### src/rtl/fp_pkg.sv
// fp_pkg: shared single-precision field widths, constants, FSM states and field-unpack type.
package fp_pkg;
  localparam int EXP_W = 8;
  localparam int FRAC_W = 23;
  localparam logic [EXP_W-1:0] EXP_MAX = 8'd255;
  localparam logic [31:0] QNAN = 32'h7FC0_0000;
  typedef enum logic [2:0] {IDLE, ALIGN, ARITH, NORM, ROUND, DONE} state_t;
  typedef struct packed {
    logic sign;
    logic [EXP_W-1:0] exp;
    logic [FRAC_W-1:0] frac;
  } fp_t;
endpackage

### src/rtl/fp_align_shift.sv
// fp_align_shift: right-shifts a 24-bit mantissa into a 27-bit mantissa+guard+round+sticky field.
// Ports: mant (24b hidden-bit mantissa), sh (shift amount), out (27b shifted field, bit 0 is sticky).
module fp_align_shift (
  input  logic [23:0] mant,
  input  logic [7:0]  sh,
  output logic [26:0] out
);
  logic [26:0] full, sft;
  logic lost;
  always_comb begin
    full = {mant, 3'b000};
    sft = full >> sh;
    lost = |(full & ((27'd1 << sh) - 27'd1));
    out = (sh >= 8'd26) ? {26'd0, |mant} : {sft[26:1], sft[0] | lost};
  end
endmodule

### src/rtl/fp_sub_seq.sv
// fp_sub_seq: multi-cycle IEEE-754 single-precision subtractor z = a - b with valid/ready handshakes.
// Ports: clk, rst_n (async active-low), a/b operands with in_valid/in_ready, z result with out_valid/out_ready.
// Parameter NORM_MAX bounds left-normalization shifts. Define FP_SUB_ROUND_EN for round-to-nearest-even
// (adds a ROUND state); otherwise the result is truncated.
module fp_sub_seq
  import fp_pkg::*;
#(
  parameter int NORM_MAX = 24
) (
  input  logic        clk,
  input  logic        rst_n,
  input  logic [31:0] a,
  input  logic [31:0] b,
  input  logic        in_valid,
  output logic        in_ready,
  output logic [31:0] z,
  output logic        out_valid,
  input  logic        out_ready
);
  state_t state, state_n;
  fp_t a_in, b_in, a_r, b_r, xf, yf;
  logic a_nan, b_nan, a_inf, b_inf, special, swap, x_s, y_s, z_ld, norm_kill, cnt_full;
  logic [31:0] spec_z, z_n, z_r;
  logic [23:0] a_m, b_m, x_m;
  logic [26:0] y_m, y_sh;
  logic [27:0] m, sum, m_r, m_l;
  logic [7:0] x_e, e_inc, e_dec, diff, cnt;
`ifdef FP_SUB_ROUND_EN
  logic inc;
  logic [24:0] r25;
`endif
  assign a_in = a;
  assign b_in = b;
  assign z = z_r;
  fp_align_shift u_shift (.mant(swap ? a_m : b_m), .sh(diff), .out(y_sh));
  always_comb begin
    a_nan = (a_in.exp == EXP_MAX) && (a_in.frac != '0);
    b_nan = (b_in.exp == EXP_MAX) && (b_in.frac != '0);
    a_inf = (a_in.exp == EXP_MAX) && (a_in.frac == '0);
    b_inf = (b_in.exp == EXP_MAX) && (b_in.frac == '0);
    special = a_nan | b_nan | a_inf | b_inf;
    spec_z = (a_nan | b_nan | (a_inf & b_inf & (a_in.sign == b_in.sign))) ? QNAN :
             a_inf ? {a_in.sign, EXP_MAX, 23'd0} : {~b_in.sign, EXP_MAX, 23'd0};
    // exponent 0 flushes the whole operand to zero, denormal fraction included
    a_m = (a_r.exp == '0) ? 24'd0 : {1'b1, a_r.frac};
    b_m = (b_r.exp == '0) ? 24'd0 : {1'b1, b_r.frac};
    swap = {b_r.exp, b_m} > {a_r.exp, a_m};
    xf = swap ? b_r : a_r;
    yf = swap ? a_r : b_r;
    diff = xf.exp - yf.exp;
    sum = (x_s == y_s) ? {1'b0, x_m, 3'b000} + {1'b0, y_m} : {1'b0, x_m, 3'b000} - {1'b0, y_m};
    m_r = {1'b0, m[27:2], m[1] | m[0]};
    m_l = {m[26:0], 1'b0};
    e_inc = x_e + 8'd1;
    e_dec = x_e - 8'd1;
    cnt_full = int'(cnt) + 1 >= NORM_MAX;
    norm_kill = !m[27] && !m[26] && (m == '0 || e_dec == '0 || cnt_full);
`ifdef FP_SUB_ROUND_EN
    inc = m[2] & (m[3] | m[1] | m[0]);
    r25 = {1'b0, m[26:3]} + {24'd0, inc};
`endif
  end
  always_comb begin
    state_n = state;
    z_n = z_r;
    z_ld = 1'b0;
    in_ready = state == IDLE;
    out_valid = state == DONE;
    case (state)
      IDLE: if (in_valid) begin
        state_n = special ? DONE : ALIGN;
        z_n = spec_z;
        z_ld = special;
      end
      ALIGN: state_n = ARITH;
      ARITH: state_n = NORM;
      NORM: if (m[27] || m[26] || norm_kill) begin
`ifdef FP_SUB_ROUND_EN
        state_n = ROUND;
`else
        state_n = DONE;
        z_ld = 1'b1;
        z_n = norm_kill ? 32'd0 :
              m[27] ? ((e_inc == EXP_MAX) ? {x_s, EXP_MAX, 23'd0} : {x_s, e_inc, m[26:4]}) :
              {x_s, x_e, m[25:3]};
`endif
      end
`ifdef FP_SUB_ROUND_EN
      // a forced-zero result arrives here with m cleared; x_e==MAX marks a normalization overflow
      ROUND: begin
        state_n = DONE;
        z_ld = 1'b1;
        z_n = (x_e == EXP_MAX) ? {x_s, EXP_MAX, 23'd0} :
              !m[26] ? 32'd0 :
              r25[24] ? ((e_inc == EXP_MAX) ? {x_s, EXP_MAX, 23'd0} : {x_s, e_inc, r25[23:1]}) :
              {x_s, x_e, r25[22:0]};
      end
`endif
      DONE: if (out_ready) state_n = IDLE;
      default: state_n = IDLE;
    endcase
  end
  always_ff @(posedge clk or negedge rst_n)
    if (!rst_n) state <= IDLE;
    else state <= state_n;
  always_ff @(posedge clk or negedge rst_n) begin
    if (!rst_n) begin
      a_r <= '0;
      b_r <= '0;
      x_s <= 1'b0;
      y_s <= 1'b0;
      x_e <= '0;
      x_m <= '0;
      y_m <= '0;
      m <= '0;
      cnt <= '0;
      z_r <= '0;
    end else begin
      if (z_ld) z_r <= z_n;
      case (state)
        IDLE: if (in_valid) begin
          a_r <= a;
          b_r <= {~b[31], b[30:0]};
        end
        ALIGN: begin
          x_s <= xf.sign;
          y_s <= yf.sign;
          x_e <= xf.exp;
          x_m <= swap ? b_m : a_m;
          y_m <= y_sh;
          cnt <= '0;
        end
        ARITH: m <= sum;
        NORM: if (m[27]) begin
          m <= m_r;
          x_e <= e_inc;
        end else if (norm_kill) m <= '0;
        else if (!m[26]) begin
          m <= m_l;
          x_e <= e_dec;
          cnt <= cnt + 8'd1;
        end
        default: ;
      endcase
    end
  end
endmodule
### config.mk
export PLATFORM = sky130hd
export DESIGN_NAME = fp_sub_seq
export DESIGN_NICKNAME = d
export VERILOG_FILES = /design/src/rtl/fp_pkg.sv /design/src/rtl/fp_align_shift.sv /design/src/rtl/fp_sub_seq.sv
export SDC_FILE = /design/constraint.sdc
export NUM_CORES = 1
export LEC_CHECK = 0
export CAP_MARGIN = 20
export CELL_PAD_IN_SITES_DETAIL_PLACEMENT = 1
export CELL_PAD_IN_SITES_GLOBAL_PLACEMENT = 1
export CORE_MARGIN = 1.5
export CORE_UTILIZATION = 30
export DETAILED_ROUTE_END_ITERATION = 8
export PLACE_DENSITY_LB_ADDON = 0.1
export SYNTH_ARGS = -nofsm -noshare
export SYNTH_HDL_FRONTEND = slang
export SYNTH_SLANG_ARGS = --single-unit
export TNS_END_PERCENT = 20
### constraint.sdc
create_clock -name clk -period 9.2 [get_ports clk]
set_input_delay 1.84 -clock clk [delete_from_list [all_inputs] [get_ports clk]]
set_output_delay 1.84 -clock clk [all_outputs]
set_load 0.02 [all_outputs]
# == After elaboration in Yosys (flattened, before gate mapping) ==
# Index checks and enable logic that the tools add are counted.
# classes
add_sub_neg,8
magnitude_cmp,3
n_eq_ne,18
shifts,2
mux,36
bitwise_logic,10
reduce_logical,32
# ops
cell,count
$mux W32,7
$mux W27,4
$mux W24,4
$pmux W32 S2,1
$mux W31,2
$pmux W28 S2,1
$mux W8,6
$logic_not A23 Y1,2
$reduce_bool A23 Y1,2
$gt A32 B32 Y1,1
$pmux W8 S2,2
$add A27 B27 Y28,1
$logic_not A28 Y1,1
$mux W28,1
$sub A27 B27 Y28,1
$and A27 B27 Y27,1
$reduce_or A27 Y1,1
$shl A1 B8 Y27 const A,1
$shr A27 B8 Y27,1
$sub A27 B1 Y27 const B,1
$eq A8 B8 Y1 const B,3
$logic_not A8 Y1,3
$reduce_or A24 Y1,1
$add A8 B1 Y8 const B,2
other kinds (28),59
# word_totals
regBits,196
inputBits,68
output_inout_bits,34
wordCells,125

# == Longest topological paths before layout ==
# Gate-level depths: netlist of run 1.
# depth
ltp_word,11
ltp_mapped,35
mapped_depth_nobuf,23

# == Cells and area by module ==
# From an unflattened synthesis of run 1, not the netlist that was laid out.
# unflattened
hier_cells,1854
area_unflattened_um2,15254.6
# by_module_without_submodules
module,instances,cells_per_inst,area_each_um2
fp_sub_seq,1,1550,13193.9
fp_align_shift,1,304,2060.7

# == Worst setup path after synthesis of run 1 ==
# No wires, ideal clock.
# synth_path
kind,reg-to-reg
startpoint,register b_r[24] (netlist bit)
endpoint,register y_m[0]
arrival_time_ps,6761
path_slack_ps,2310
stages_incl_launch_ff,33
path_buffers,11
period_less_slack_ps,6890
path_cell_list,dfrtp_1 > clkbuf_1 > nor4_1 > nand2_1 > clkbuf_1 > nand2_1 > inv_1 > ha_1 > a21o_1 > a21o_1 > a211oi_1 > a311oi_2 > a21oi_2 > buf_6 > buf_2 > buf_2 > buf_1 > clkbuf_1 > buf_1 > nor2_1 > a22oi_1 > ha_1 > clkbuf_1 > nor2_1 > a211oi_1 > nor4bb_1 > clkbuf_1 > clkbuf_1 > nor2_1 > nor4_1 > o22ai_1 > a311oi_1 > a21oi_1
# synth_via
elab_chain_cells,11
elab_cells_between_ends,16
classes_between,2 x add/sub; 2 x order compare; 2 x shift; 5 x mux; 2 x bitwise; 3 x reduce/logical
# synth_rtl
element,line_no,text
"start, declared",fp_sub_seq.sv:21,"fp_t a_in, b_in, a_r, b_r, xf, yf;"
"start signal, assigned",fp_sub_seq.sv:123,"b_r <= {~b[31], b[30:0]};"
$logic_not A8 Y1,fp_sub_seq.sv:46,"b_m = (b_r.exp == '0) ? 24'd0 : {1'b1, b_r.frac};"
$mux W24,fp_sub_seq.sv:46,
$gt A32 B32 Y1,fp_sub_seq.sv:47,"swap = {b_r.exp, b_m} > {a_r.exp, a_m};"
$mux W32 (on tied branches),"fp_sub_seq.sv:48, fp_sub_seq.sv:49",
$sub A8 B8 Y8,fp_sub_seq.sv:50,diff = xf.exp - yf.exp;
$shl A1 B8 Y27,fp_align_shift.sv:13,lost = |(full & ((27'd1 << sh) - 27'd1));
$sub A27 B1 Y27,fp_align_shift.sv:13,
$and A27 B27 Y27,fp_align_shift.sv:13,
$reduce_or A27 Y1,fp_align_shift.sv:13,
$or A1 B1 Y1,fp_align_shift.sv:14,"out = (sh >= 8'd26) ? {26'd0, |mant} : {sft[26:1], sft[0] | lost};"
$mux W27 *,fp_align_shift.sv:14,
"end signal, assigned",fp_sub_seq.sv:130,y_m <= y_sh;
"end, declared",fp_sub_seq.sv:25,"logic [26:0] y_m, y_sh;"
# Every way passes the cells marked *; elsewhere a longest branch is shown, timed or not.
# A chain may end at the register's enable or synchronous reset.

# == Worst setup path in the final report of run 1 ==
# layout_path
startpoint,register b_r[24] (netlist bit)
endpoint,register y_m[2]
# layout_via
elab_chain_cells,7
elab_cells_between_ends,10
classes_between,1 x add/sub; 2 x order compare; 1 x shift; 5 x mux; 1 x reduce/logical
# layout_rtl
element,line_no
$logic_not A8 Y1,fp_sub_seq.sv:46
$mux W24,fp_sub_seq.sv:46
$gt A32 B32 Y1,fp_sub_seq.sv:47
$mux W32 (on tied branches),"fp_sub_seq.sv:48, fp_sub_seq.sv:49"
$sub A8 B8 Y8,fp_sub_seq.sv:50
$shr A27 B8 Y27 / $ge A8 B5 Y1 (equally long branches),"fp_align_shift.sv:12, fp_align_shift.sv:14"
$mux W27 *,fp_align_shift.sv:14
# Marked as above.

==> reports/results.tsv, run 1 <==
stage	metric	value	unit
synthesis	netlist.top_cell.by_area	sky130_fd_sc_hd__dfrtp_1	
worst_setup_path	maximum_fanout_along_the_worst_path	25	
sta	worst-slew-pin-transition	1080	ps
worst_setup_path	worst_setup_path_startpoint	b_r[24]$_DFFE_PN0P_	
floorplan	dieArea	51500	µm²
detailed_routing	avgRoutedWirePerCell	20.0	µm
detailed_routing	detail_route.vias_per_cell	5.35	
synthesis	mappedNetlistArea	15000	µm²
detailed_routing	via_count	14100	
min_path	hold_path.class	reg -> reg	
synthesis	post_synth_xor_area_fraction	2.56	%
synthesis	synthesis.area_per_instance	7.76	µm²
finish	diodes	0	
min_path	holdPathEnd	z[17]$_DFFE_PN0P_	
global_routing	grt_pass1_vias	14500	
global_routing	track_usage	21.1	%
synthesis	synth-simple-area-share	21.1	%
min_path	hold_path_startpoint	z[17]$_DFFE_PN0P_	
flow_run	maxCapViolations	0	
placed_design	placer_congestion_estimate	0.851	
floorplan	num_rows	81	
worst_setup_path	r2r.worst_path.cells	22	
worst_setup_path	largest_delay_share_family_worst_path	simple AND/OR/NAND/NOR gates	
placed_design	io_buffer_count	101	
worst_setup_path	critPathArrivalTime	7770	ps
synthesis	synthDistinctLibCells	86	
worst_setup_path	crit_path_top_delay_cell	sky130_fd_sc_hd__nand2_1	
synthesis	synth.most_common_cell	sky130_fd_sc_hd__nand2_1	
synthesis	synth_seq_cells	196	
synthesis	synthArstFlopShare	100	%
cts	clock_sinks	196	
run_status	run_status	completed	
cts	buffer_depth_of_the_longest_clock_path	2	
floorplan	dieWidth	227	µm
placed_design	place.detailed.hpwl	40500	µm
finish	finish.utilization	35.1	%
synthesis	yosysTopAreaCellShare	32.6	%
worst_setup_path	slowest_delay	780	ps
cts	tritoncts	yes	
cts	insertion_delay	500	ps
worst_setup_path	crit_type	reg -> reg	
finish	drive_above_1_share	5.74	%
min_path	whs_path_depth	2	
synthesis	ys_top_cells_by_count	sky130_fd_sc_hd__nand2_1, sky130_fd_sc_hd__dfrtp_1, sky130_fd_sc_hd__o21ai_0	
sta	worst_slew_margin_rel	27.5	%
sta	setup_viol	0	
detailed_routing	route.antenna.remaining_nets	0	
worst_setup_path	r2r-start	b_r[24]$_DFFE_PN0P_	
synthesis	post_synth_mux_area_share	5.03	%
synthesis	syn_nets	2096	
global_routing	grt_pass1_wl	83400	µm
synthesis	synth_fa_ha_area_share	7.62	%
sta	min_period_over_period	79.6	%
worst_setup_path	ff2ff_setup_slack	1880	ps
floorplan	placeableCoreArea	49200	µm²
cts	post_cts.repair.setup_buffers	0	
global_routing	grt_antenna_before_repair	0	
detailed_routing	post_route_drc_violation_count	0	
cts	cts_root_buffer	sky130_fd_sc_hd__clkbuf_16	
sta	rsz0062_at_grt	false	
finish	num-nets-final	2114	
worst_setup_path	worst_r2r_endpoint	y_m[2]$_DFFE_PN0P_	
floorplan	io-pin-count	102	
synthesis	ys_seq_area_share	32.6	%
worst_setup_path	end_kind	flop	
synthesis	synth_compound_area_share	25.0	%
sta	worst_clock_skew	11.4	ps
sta	fmax	137	MHz
worst_setup_path	path_buf_inv	1	
sta	timing.final.crit_period	7320	ps
detailed_routing	detailedRoute.firstIterationViolations	812	
finish	area_delta_synth_final	14.9	%
cts	cts_hold_buffers	0	
synthesis	syn-instance-count	1937	
worst_setup_path	worstPathCellList	nor4_1 -> nand2_1 -> nand2_1 -> inv_1 -> ha_1 -> nand4_2 -> nor4_4 -> o21ai_2 -> a311oi_2 -> a21oi_4 -> nor2_1 -> a22oi_1 -> ha_1 -> nor2b_1 -> a211oi_1 -> nand4bb_1 -> o21ai_1 -> nor2_1 -> or2_0 -> or3_1 -> a211oi_1 -> a21o_1	
sta	setup-tns-final	0	ps
floorplan	die_h	227	µm
sta	hold_violations	0	
cts	clock_tree.htree_level_count	4	
sta	final-max-slew-violation-count	0	
global_routing	grt_overflow	0	
worst_setup_path	critPathRequiredTime	9650	ps
synthesis	dominant_register_cell_in_the_synthesized_netlist	sky130_fd_sc_hd__dfrtp_1	
synthesis	synth_top_family_by_area	compound AO/OA/AOI/OAI gates	
finish	fillers	5877	
synthesis	synth_edf_count	0	
synthesis	yosys_warnings	0	
detailed_routing	drt_first_pass_iters	6	
cts	clock_transition_at_path_regs	80	ps
detailed_routing	wl	52500	µm
worst_setup_path	worst_setup_path_start_kind	flop	
global_routing	grt_start_max_net_pins	76	
synthesis	synthTopCellsByArea	sky130_fd_sc_hd__dfrtp_1, sky130_fd_sc_hd__nand2_1, sky130_fd_sc_hd__ha_1	
cts	cts_made_buffers	17	
floorplan	initial_core_util	30.6	%
cts	ctsResizeCount	0	
==> cells by family after synthesis <==
| group | count (synthesis) |
|---|---|
| muxes | 68 |
| xor gates and xnor gates | 44 |
| buffers and inverters | 232 |
| and+or+nand+nor | 724 |
| DFF | 196 |
| adders and majority gates | 91 |
| AOI/OAI and AO/OA | 582 |
==> per-stage QoR <==
step                      worst slack (ps)  instance area (µm²)  std cells  hold slack (ps)
after floorplan                       2310                15000       1937              437
after global routing                  1330                17300       2632              505
after detailed placement              1770                16600       2597              465
after CTS                             1760                17200       2629              484
after global placement                2210                16600       2597              461
final                                 1880                17300       2632              475
==> area by class of cell <==
| cell class | instances | area [µm²] | share of cell area, % |
|---|---|---|---|
| clock buffers | 18 | 439 | 2.54 |
| repair buffers | 129 | 1230 | 7.11 |
| clock inverters | 14 | 189 | 1.09 |
| flip-flops and latches | 196 | 4900 | 28.4 |
| well taps | 664 | 831 | 4.81 |
| inverters | 102 | 383 | 2.22 |
| multi-input cells | 1509 | 9300 | 53.8 |
==> worst register-to-register path: cells and delay by family (launching register included) <==
kind | cells | cell delay [ps]
compound gates | 8 | 1850
fa+ha+maj | 2 | 640
buf+inv | 1 | 140
flops | 1 | 480
simple gates | 11 | 4190
==> cell usage in the layout (no fill, tap or decap), types with 36 or more instances in the layout <==
master,count
sky130_fd_sc_hd__a21oi_1,105
sky130_fd_sc_hd__nor2_1,140
sky130_fd_sc_hd__mux2i_1,50
sky130_fd_sc_hd__nand2_1,398
sky130_fd_sc_hd__clkdlybuf4s50_1,100
sky130_fd_sc_hd__o21ai_0,172
sky130_fd_sc_hd__o31ai_1,36
sky130_fd_sc_hd__a31oi_1,39
sky130_fd_sc_hd__nor3_1,38
sky130_fd_sc_hd__ha_1,90
sky130_fd_sc_hd__dfrtp_1,196
sky130_fd_sc_hd__a22oi_1,36
sky130_fd_sc_hd__inv_1,100
==> how the worst max path moves through the flow <==
stage	end	depth (start not counted)
after detailed placement	y_m[10]$_DFFE_PN0P_	23
after global routing	y_m[0]$_DFFE_PN0P_	22
after global placement	y_m[10]$_DFFE_PN0P_	19
after floorplan	y_m[0]$_DFFE_PN0P_	32
after CTS	y_m[10]$_DFFE_PN0P_	23
final	y_m[2]$_DFFE_PN0P_	22
==> per-layer routing <==
| metal | track usage [%] | wire, µm |
|---|---|---|
| met4 | 6.30 | 974 |
| met2 | 35.2 | 25000 |
| met1 | 27.7 | 25000 |
| met5 | 0 | 0 |
| met3 | 3.45 | 1570 |
==> sequential cells by signal, indices dropped and copies added, names as in the netlist <==
| signal | flops |
|---|---|
| a_r | 32 |
| b_r | 32 |
| cnt | 8 |
| m | 28 |
| state | 3 |
| x_e | 8 |
| x_m | 24 |
| x_s | 1 |
| y_m | 27 |
| y_s | 1 |
| z | 32 |
Power of run 1 is left out: the tool's default activity adds up to more than one toggle a clock period on the data nets, which glitch-free logic cannot reach.
==> run 2: changes to the inputs <==
==> constraint.sdc (replaced) <==
create_clock -name clk -period 7.4 [get_ports clk]
set_input_delay 1.48 -clock clk [delete_from_list [all_inputs] [get_ports clk]]
set_output_delay 1.48 -clock clk [all_outputs]
set_load 0.02 [all_outputs]
==> reports/results.tsv, run 2 (synthesized netlist as in run 1, its figures left out) <==
stage	metric	value	unit
detailed_routing	detailedRoute.firstIterationViolations	725	
finish	num-nets-final	2119	
cts	ctsResizeCount	0	
sta	min_period_over_period	82.7	%
run_status	run_status	completed	
worst_setup_path	crit_path_top_delay_cell	sky130_fd_sc_hd__buf_4	
detailed_routing	via_count	14000	
worst_setup_path	worstPathCellList	nor4_1 -> nand2_1 -> buf_4 -> nand2_1 -> ha_1 -> nand4_2 -> nor4_4 -> nand4_1 -> a21oi_4 -> buf_4 -> mux2i_1 -> mux4_2 -> o21ai_0 -> o21ai_0 -> a22oi_1 -> o21ai_0	
sta	final-max-slew-violation-count	0	
placed_design	place.detailed.hpwl	40300	µm
detailed_routing	met3_length	1060	µm
finish	drive_above_1_share	5.88	%
placed_design	place_worst_setup_slack	1340	ps
detailed_routing	route.antenna.remaining_nets	0	
worst_setup_path	maximum_fanout_along_the_worst_path	89	
detailed_routing	wl	52200	µm
flow_run	maxCapViolations	0	
detailed_routing	detail_route.vias_per_cell	5.32	
sta	worst_slew_margin_rel	33.3	%
worst_setup_path	largest_delay_share_family_worst_path	compound AO/OA/AOI/OAI gates	
cts	buffer_depth_of_the_longest_clock_path	2	
finish	post-route-cell-area	17300	µm²
finish	area_delta_synth_final	14.9	%
worst_setup_path	path_buf_inv	2	
sta	fmax	163	MHz
cts	clock_sinks	196	
floorplan	dieArea	51500	µm²
floorplan	num_rows	81	
placed_design	io_buffer_count	101	
worst_setup_path	critPathArrivalTime	6480	ps
cts	cts_root_buffer	sky130_fd_sc_hd__clkbuf_16	
cts	clock_transition_at_path_regs	80	ps
finish	diodes	0	
cts	clock_tree.htree_level_count	4	
floorplan	dieWidth	227	µm
placed_design	post_dp_cell_area	16700	µm²
cts	tritoncts	yes	
detailed_routing	top_layer_used	met4	
min_path	hold_path.class	reg -> reg	
sta	setup_viol	0	
placed_design	placer_congestion_estimate	0.863	
sta	worst-slew-pin-transition	1000	ps
finish	layout.cells.most_common	sky130_fd_sc_hd__nand2_1	
finish	fillers	5909	
floorplan	die_h	227	µm
global_routing	grt_start_max_net_pins	95	
global_routing	grt_pass1_vias	14600	
worst_setup_path	crit_top_cell	sky130_fd_sc_hd__o21ai_0	
detailed_routing	drt_first_pass_iters	5	
cts	cts_hold_buffers	0	
worst_setup_path	ff2ff_setup_slack	1280	ps
sta	hold_violations	0	
worst_setup_path	crit_type	reg -> reg	
floorplan	io-pin-count	102	
floorplan	initial_core_util	30.6	%
worst_setup_path	end_kind	flop	
worst_setup_path	slowest_delay	740	ps
global_routing	grt_pass1_wl	83900	µm
detailed_routing	met2_length	24800	µm
worst_setup_path	critPathRequiredTime	7760	ps
finish	mostFrequentLayoutCells	sky130_fd_sc_hd__nand2_1, sky130_fd_sc_hd__dfrtp_1, sky130_fd_sc_hd__o21ai_0	
detailed_routing	post_route_drc_violation_count	0	
worst_setup_path	worst_setup_path_start_kind	flop	
sta	worst_clock_skew	15.4	ps
sta	final.setup.worst_slack	1280	ps
cts	cts_made_buffers	17	
sta	setup-tns-final	0	ps
detailed_routing	drt-met1-wl	25000	µm
detailed_routing	avgRoutedWirePerCell	19.8	µm
global_routing	grt_overflow	0	
global_routing	track_usage	21.1	%
floorplan	placeableCoreArea	49200	µm²
cts	post_cts.repair.setup_buffers	0	
cts	insertion_delay	500	ps
sta	rsz0062_at_grt	false	
sta	timing.final.crit_period	6120	ps
global_routing	grt_antenna_before_repair	0	
sta	fin_worst_hold_slack	482	ps
[run 2: changes by cell type in the layout (fill, tap and decap cells not counted), sizes merged]
cell	previous run	this run
bufinv	3	2
inv	108	105
clkinv	4	6
buf	27	33
[run 2: path summary, 6_finish.rpt]
kind	cells past startpoint	endpoint	from
worst min register to register	2	z[8]$_DFFE_PN0P_	z[8]$_DFFE_PN0P_
min in group asynchronous	1	z[29]$_DFFE_PN0P_	rst_n
max in group asynchronous	2	a_r[2]$_DFFE_PN0P_	rst_n
worst max register to register	16	y_m[6]$_DFFE_PN0P_	a_r[24]$_DFFE_PN0P_
worst min-delay path	2	z[8]$_DFFE_PN0P_	z[8]$_DFFE_PN0P_
worst max-delay path	16	y_m[6]$_DFFE_PN0P_	a_r[24]$_DFFE_PN0P_
[run 2: cell type report]
type / count / area (µm²) / share of cell area, %
multi-input cells: 1509 / 9300 / 53.8
repair buffers: 134 / 1270 / 7.36
clock buffers: 19 / 443 / 2.56
well taps: 664 / 831 / 4.81
flip-flops and latches: 196 / 4900 / 28.4
inverters: 102 / 383 / 2.22
clock inverters: 12 / 146 / 0.847
[run 2: worst register-to-register path, cell delays in order, from the launching register on]
cell and delay (ps):
sky130_fd_sc_hd__dfrtp_1 630, sky130_fd_sc_hd__nor4_1 110, sky130_fd_sc_hd__nand2_1 100, sky130_fd_sc_hd__buf_4 440
sky130_fd_sc_hd__nand2_1 280, sky130_fd_sc_hd__ha_1 350, sky130_fd_sc_hd__nand4_2 170, sky130_fd_sc_hd__nor4_4 410
sky130_fd_sc_hd__nand4_1 290, sky130_fd_sc_hd__a21oi_4 260, sky130_fd_sc_hd__buf_4 740, sky130_fd_sc_hd__mux2i_1 440
sky130_fd_sc_hd__mux4_2 590, sky130_fd_sc_hd__o21ai_0 580, sky130_fd_sc_hd__o21ai_0 150, sky130_fd_sc_hd__a22oi_1 300
sky130_fd_sc_hd__o21ai_0 130
[run 2: stage by stage]
stage | utilization [%] | cells
floorplan | - | 1937
global placement | 33.9 | 2603
detailed placement | 33.9 | 2604
CTS | 35.1 | 2635
global route | 35.2 | 2636
finish | 35.2 | 2636
[run 2: routing by layer]
metal	track usage [%]	vias to the layer above
met1	27.9	6868
met3	2.49	49
met4	7.81	0
met2	35.3	169
met5	0	-
li1	-	6936
Power of run 2 is left out for the same reason.
